$ cat config.mk
export PLATFORM = sky130hd
export DESIGN_NAME = fifo_rd_stream
export DESIGN_NICKNAME = d
export VERILOG_FILES = /design/src/rtl/fifo_rd_stream_pkg.sv /design/src/rtl/fifo_skid_buf.sv /design/src/rtl/fifo_rd_stream.sv
export SDC_FILE = /design/constraint.sdc
export NUM_CORES = 1
export LEC_CHECK = 0
export ABC_AREA = 1
export BUFFER_PORTS_ARGS = -buffer_cell sky130_fd_sc_hd__buf_2
export CORE_MARGIN = 3
export CORE_UTILIZATION = 40
export DETAILED_ROUTE_END_ITERATION = 8
export PLACE_DENSITY = 0.73
export SLEW_MARGIN = 0
export SYNTH_ARGS = -nofsm -noshare
export SYNTH_HDL_FRONTEND = slang
export SYNTH_SLANG_ARGS = --single-unit
$ cat constraint.sdc
create_clock -name rd_clk -period 1.42 [get_ports rd_clk]
set_input_delay 0.284 -clock rd_clk [delete_from_list [all_inputs] [get_ports rd_clk]]
set_output_delay 0.284 -clock rd_clk [all_outputs]
set_load 0.05 [all_outputs]
$ cat src/rtl/fifo_rd_stream_pkg.sv
// Shared FIFO read-stream definitions.
// Buffer geometry, read latency and occupancy encoding.
package fifo_rd_stream_pkg;

  localparam int BUF_DEPTH = 2;
  localparam int RD_LAT    = 1;

  typedef enum logic [1:0] {
    OCC_EMPTY = 2'd0,
    OCC_ONE   = 2'd1,
    OCC_TWO   = 2'd2
  } occ_t;

endpackage

$ cat src/rtl/fifo_skid_buf.sv
// Two-entry ordered output buffer.
// Entry e0 is always the oldest word.
module fifo_skid_buf
  import fifo_rd_stream_pkg::*;
#(
  parameter int DATA_W = 8
) (
  input  logic              clk,
  input  logic              rst_n,
  input  logic              wr,
  input  logic [DATA_W-1:0] wr_data,
  input  logic              pop,
  output occ_t              occ,
  output logic [DATA_W-1:0] head
);

  occ_t              occ_q, occ_d;
  logic [DATA_W-1:0] e0, e1;

  always_ff @(posedge clk or negedge rst_n) begin
    if (!rst_n) occ_q <= OCC_EMPTY;
    else        occ_q <= occ_d;
  end

  always_comb begin
    occ_d = occ_q;
    unique case (1'b1)
      wr && !pop:
        occ_d = (occ_q == OCC_EMPTY) ? OCC_ONE : OCC_TWO;
      !wr && pop:
        occ_d = (occ_q == OCC_TWO) ? OCC_ONE : OCC_EMPTY;
      default: ;
    endcase
  end

  always_ff @(posedge clk or negedge rst_n) begin
    if (!rst_n) begin
      e0 <= '0;
      e1 <= '0;
    end else begin
      unique case (1'b1)
        wr && !pop: begin
          if (occ_q == OCC_EMPTY) e0 <= wr_data;
          else                    e1 <= wr_data;
        end
        !wr && pop: e0 <= e1;
        wr && pop: begin
          // head leaves; new word lands behind whatever remains
          if (occ_q == OCC_TWO) begin
            e0 <= e1;
            e1 <= wr_data;
          end else begin
            e0 <= wr_data;
          end
        end
        default: ;
      endcase
    end
  end

  assign occ  = occ_q;
  assign head = e0;

endmodule

$ cat src/rtl/fifo_rd_stream.sv
// FIFO-to-stream adapter: issues pops, buffers words,
// and counts delivered beats.
module fifo_rd_stream
  import fifo_rd_stream_pkg::*;
#(
  parameter int DATA_W = 8,
  parameter int CNT_W  = 16
) (
  input  logic              rd_clk,
  input  logic              rd_rst_n,
  input  logic              empty,
  input  logic [DATA_W-1:0] rd_data,
  output logic              rd_en,
  output logic [DATA_W-1:0] m_data,
  output logic              m_valid,
  input  logic              m_ready,
  output logic [CNT_W-1:0]  word_cnt,
  output logic              busy
);

  occ_t              occ;
  logic [RD_LAT-1:0] pend;
  logic              inflight;
  logic              pop;
  logic              run;
  logic [1:0]        level;

  assign inflight = pend[RD_LAT-1];
  assign m_valid  = (occ != OCC_EMPTY);
  assign pop      = m_valid && m_ready;
  assign level    = occ + {1'b0, inflight} - {1'b0, pop};
  // run holds rd_en off until the first edge out of reset
  assign rd_en    = run && !empty && (level < 2'(BUF_DEPTH));
  assign busy     = m_valid || inflight;

  always_ff @(posedge rd_clk or negedge rd_rst_n) begin
    if (!rd_rst_n) begin
      pend     <= '0;
      run      <= 1'b0;
      word_cnt <= '0;
    end else begin
      pend <= RD_LAT'({pend, rd_en});
      run  <= 1'b1;
      if (pop) word_cnt <= word_cnt + CNT_W'(1);
    end
  end

  fifo_skid_buf #(
    .DATA_W (DATA_W)
  ) u_buf (
    .clk     (rd_clk),
    .rst_n   (rd_rst_n),
    .wr      (inflight),
    .wr_data (rd_data),
    .pop     (pop),
    .occ     (occ),
    .head    (m_data)
  );

endmodule

==> results.cfg, run 1 <==
[run_status]
outcome = finished with violations
failed_checks = setup timing

[floorplan]
chipWidth_um = 73.33
num_rows = 23
initial_utilization_pct = 43.45
die_y_um = 73.33
die_area_um2 = 5377
coreArea_um2 = 4173
pin_count = 39

[drt]
drt_wl_total_um = 3934
drc = 0
viasPerCell = 4.848
drt_first_iter_violations = 90
highest_layer = met4
drt-pass1-iter-count = 4
drt-met1-wl_um = 1805
ant_nets = 0
vias = 1595
wl_met2_um = 1876
drt-wirelength-per-cell_um = 11.96
met3_length_um = 188

[sta]
rsz0062_at_grt = true
fin_ws_ns = -0.2442
fin_tns_setup_ns = -0.4580
fin_crit_sh_pct = 117.2
min_period_ns = 1.664
clock.fmax_mhz = 600.9
drv_slew = 0
skew_ns = 0.002895
hold_viol_final = 0
setup_viol = 3

[cts]
htreeDepth = 2
clk_latency_ns = 0.28
cts_made_buffers = 5
cts_tree = yes
cts.sinks = 36
cts.clk_slew.worst_paths_ns = 0.07
cts_root_buffer = clkbuf_8
cts.path.max_buffers = 2
hold_buffers = 0

[critical_path]
cp_max_fo = 5
critPathLaunchType = register
crit_type = reg -> out
cpMostUsedCell = nand2_2
cp.required_ns = 1.14
crit_path_max_incr_delay_ns = 0.43
critical_path.top_delay_family = flip-flops
slowest_stage = dfrtp_2
path_buf_inv = 2
cp-end-kind = output port
rrSetupSlack_ns = 0.04
crit_chain = inv_1 -> nand2_2 -> o21ai_2 -> nand3_1 -> nand2_2 -> nor3_4 -> buf_6
cp.arrival_ns = 1.38

[pwr]
p_total_mw = 3.926
powerDensity_nw_per_um2 = 1685
peakVddDrop_mv = 0.6765
leakage_nw = 1.113

[logic_synthesis]
ys_warn_count = 0
yosys.area.top_type = dfrtp_1
ys_seq_area_share_pct = 49.69
ys_ff_latch = 36
syn_inst = 223
synth_area_leaders = dfrtp_1 50%, nand2_1 16%, nor2_1 6.0%
syn_nets = 236
post-synth-top-area-fraction_pct = 49.69
netlist_area_um2 = 1813
synth_cell_types = 25
syn_avg_cell_area_um2 = 8.130

[cells_and_area]
final_area_um2 = 2330
layout-drive-gt1-share_pct = 31.18
num_antenna_cells = 0
multi_input_area_um2 = 832.0
area_growth_pct = 28.50
nFillCells = 386
num-nets-final = 291
seqCellArea_um2 = 913.4

[grt]
grt_pass1_vias = 1498
overflow = 0
antenna_found_initial = 0
grt_pass1_wl_um = 6499
grt_usage_pct = 15.57
grt_max_degree = 37

[place]
place_hpwl_um = 2845
portBuffers = 38
placed_area_um2 = 2148
place.gp.congestion = 0.8695

[min_path]
min_path_type = in -> async

[job]
max_cap_violations = 0
final timing paths:
path,startpoint,endpoint,depth (start not counted)
worst max-delay path,u_buf.occ[0]$_DFFE_PN0P_,rd_en,7
worst min-delay path,rd_rst_n,word_cnt[9]$_DFFE_PN0P_,2
worst max register to register,u_buf.occ[0]$_DFFE_PN0P_,u_buf.head[1]$_DFFE_PN0P_,7
worst min register to register,word_cnt[4]$_DFFE_PN0P_,word_cnt[4]$_DFFE_PN0P_,1
max in group asynchronous,rd_rst_n,word_cnt[0]$_DFFE_PN0P_,2
min in group rd_clk,empty,inflight$_DFF_PN0_,2
cells in the mapped netlist (all sizes together):
library cell / count
nand3b: 4
nand2: 76
xor2: 5
a31oi: 8
nor2: 32
nor3: 2
xnor2: 3
buf: 5
o21ai: 18
conb: 1
nand3: 10
dfrtp: 36
inv: 20
nand4: 1
a21oi: 1
ha: 1
registers in the layout, summed over array words and instances, names as in the netlist:
signal,count
word_cnt,16
u_buf.e1,8
u_buf.head,8
u_buf.occ,2
inflight,1
run,1
where the power goes:
part           total (mW)  internal (mW)  switching, mW  leakage, nW
Sequential           1.56           1.33          0.226        0.440
Combinational        1.63          0.464           1.17        0.628
Clock               0.737          0.396          0.342       0.0455
final cells by class:
type	count	share of cell area (%)
well taps	50	2.685
clock buffers	8	3.867
repair buffers	53	15.20
inverters	20	3.330
flip-flops and latches	36	39.21
multi-input cells	162	35.71
per-layer routing:
layer,global-route usage (%),up-vias
met4,6.439,0
met5,0,-
met3,3.420,5
met2,24.83,33
met1,20.51,742
li1,-,815
stage by stage:
step	hold WS (ns)	std cells	setup slack [ns]	util, %
after floorplan	-0.01159	223	-0.1038	-
after global placement	0.3457	318	-0.07809	51.48
after detailed placement	0.3542	318	-0.1058	51.48
after CTS	0.05116	326	-0.2401	54.24
after global routing	0.06935	329	-0.3444	55.83
final	0.03802	329	-0.2442	55.83
cells in the final DEF (no fill, tap or decap), types with 4 or more instances in the layout:
| cell type | n |
|---|---|
| nand3b_1 | 4 |
| dfrtp_2 | 10 |
| a31oi_1 | 8 |
| nand3_1 | 10 |
| buf_2 | 35 |
| nand2_1 | 70 |
| buf_4 | 12 |
| xor2_1 | 5 |
| inv_1 | 19 |
| clkbuf_8 | 6 |
| dfrtp_1 | 26 |
| nor2_1 | 26 |
| o21ai_0 | 15 |
| nand2_2 | 5 |
kinds of logic after synthesis:
logic type / synth area share [%]
DFF: 49.69
AOI/OAI and AO/OA: 9.248
buffers and inverters: 7.177
other: 0.2068
adders and majority gates: 0.6900
xor gates and xnor gates: 3.865
and+or+nand+nor: 29.12
what timing repair did:
item,in CTS,in global routing
setup endpoints to repair,11,19
pin swaps,1,3
buffers inserted,0,3
gates resized for setup,10,14
Power figures use the tool's default switching activity.
==> inputs of run 2 (changes only) <==
==> constraint.sdc (replaced) <==
create_clock -name rd_clk -period 1.7 [get_ports rd_clk]
set_input_delay 0.34 -clock rd_clk [delete_from_list [all_inputs] [get_ports rd_clk]]
set_output_delay 0.34 -clock rd_clk [all_outputs]
set_load 0.05 [all_outputs]
==> results.cfg, run 2 (synthesis results as in run 1) <==
[critical_path]
cp-end-kind = output port
crit_type = reg -> out
rrSetupSlack_ns = 0.14
r2r-end = u_buf.head[0]$_DFFE_PN0P_
slowest_stage = dfrtp_1
cp_max_fo = 5
cp.arrival_ns = 1.40
crit_path_max_incr_delay_ns = 0.43
critPathLaunchType = register
reg2reg_depth = 7
reg2reg_from = u_buf.occ[0]$_DFFE_PN0P_
crit_chain = o21ai_1 -> nor2_1 -> nor3_4 -> buf_6
cp.required_ns = 1.36

[pwr]
leakage_nw = 1.075
p_comb_share_pct = 39.4
p_int_mw = 1.780
peakVddDrop_mv = 0.4953
p_switching_mw = 1.422
clock_power_share_pct = 20.6
powerDensity_nw_per_um2 = 1465
p_sw_share_pct = 44.42
p_total_mw = 3.202
seqPwrFrac_pct = 40.0

[sta]
rsz0062_at_grt = true
hold_viol_final = 0
holdWs_ns = 0.08402
fin_tns_setup_ns = -0.03695
fin_ws_ns = -0.03695
clock.fmax_mhz = 575.7
skew_ns = 0.008415
setup_viol = 1
min_period_ns = 1.737
drv_slew = 0
fin_crit_sh_pct = 102.2

[cells_and_area]
area_growth_pct = 20.57
num_antenna_cells = 0
num-nets-final = 283
top_register = word_cnt
layout_commonest_cell = nand2_1
layout-drive-gt1-share_pct = 23.70
final_area_um2 = 2186
largest_reg_flops = 16
layout_common_cells = 73 x nand2_1, 37 x buf_2, 36 x dfrtp_1
nFillCells = 396

[cts]
hold_buffers = 0
cts.path.max_buffers = 2
clk_latency_ns = 0.29
cts_made_buffers = 5
htreeDepth = 2
cts_root_buffer = clkbuf_8
cts.clk_slew.worst_paths_ns = 0.07
cts_tree = yes
cts.sinks = 36

[drt]
drt-wirelength-per-cell_um = 11.88
drc = 0
viasPerCell = 4.859
drt_first_iter_violations = 50
vias = 1555
ant_nets = 0
drt_wl_total_um = 3803
drt-pass1-iter-count = 4

[job]
max_cap_violations = 0

[place]
pre_cts_slack_ns = 0.006125
placed_area_um2 = 2059
portBuffers = 38
place_hpwl_um = 2762
place.gp.congestion = 0.8539

[floorplan]
coreArea_um2 = 4173
pin_count = 39
die_y_um = 73.33
num_rows = 23
initial_utilization_pct = 43.45
chipWidth_um = 73.33
die_area_um2 = 5377

[min_path]
min_path_type = in -> async

[grt]
grt_usage_pct = 15.15
overflow = 0
antenna_found_initial = 0
grt_max_degree = 37
grt_pass1_vias = 1481
grt_pass1_wl_um = 6410

[run_status]
failed_checks = setup timing
outcome = finished with violations
[run 2: cell count changes in the layout (fill, tap and decap cells not counted), sizes merged]
cell / previous run / this run
buf: 53 / 45
clkbuf: 8 / 7
[run 2: worst max path at each step]
| stage | start | to | cells past startpoint | slack (ns) |
|---|---|---|---|---|
| floorplan | u_buf.occ[0]$_DFFE_PN0P_ | rd_en | 5 | 0.12 |
| global placement | m_ready | rd_en | 6 | 0.06 |
| global route | u_buf.occ[0]$_DFFE_PN0P_ | rd_en | 7 | -0.13 |
| detailed placement | m_ready | rd_en | 6 | 0.006 |
| CTS | u_buf.occ[0]$_DFFE_PN0P_ | rd_en | 4 | -0.02 |
| finish | u_buf.occ[0]$_DFFE_PN0P_ | rd_en | 4 | -0.04 |
[run 2: final cells by class]
type | count | area, um^2 | area share (%)
well taps | 50 | 62.56 | 2.862
repair buffers | 45 | 249.0 | 11.39
flip-flops and latches | 36 | 900.9 | 41.21
clock buffers | 7 | 96.34 | 4.408
multi-input cells | 162 | 802.0 | 36.69
inverters | 20 | 75.07 | 3.434
[run 2: power by group through the flow]
stage                     Clock, mW  Combinational, mW  Sequential (mW)
after floorplan                   0              0.457             1.79
after global placement            0               1.24             1.29
after detailed placement          0               1.25             1.30
after CTS                     0.668               1.27             1.28
after global routing          0.708               1.36             1.32
final                         0.659               1.26             1.28
[run 2: what timing repair did]
item	in CTS	in global routing
gates cloned	0	0
setup endpoints to repair	1	3
setup buffers	2	0
gates resized for setup	7	0
[run 2: worst max-delay path: cells and delay by family, from the launching register on]
family	cells	cell delay, ns
flip-flops	1	0.43
AO/OA/AOI/OAI	1	0.21
buffers and inverters	1	0.18
AND/OR/NAND/NOR	2	0.29
[run 2: layer usage]
metal	vias up	wire length (um)	track usage, %
met3	5	178	4.378
met5	-	0	0
met1	724	1755	19.51
met4	0	56	5.231
li1	797	-	-
met2	29	1814	24.43
[run 2: metrics by stage]
stage | instances | utilization, %
3_5_place_dp | 311 | 49.36
4_1_cts | 320 | 52.38
6_report | 320 | 52.38
5_1_grt | 320 | 52.38
2_1_floorplan | 223 | -
3_3_place_gp | 311 | 49.36
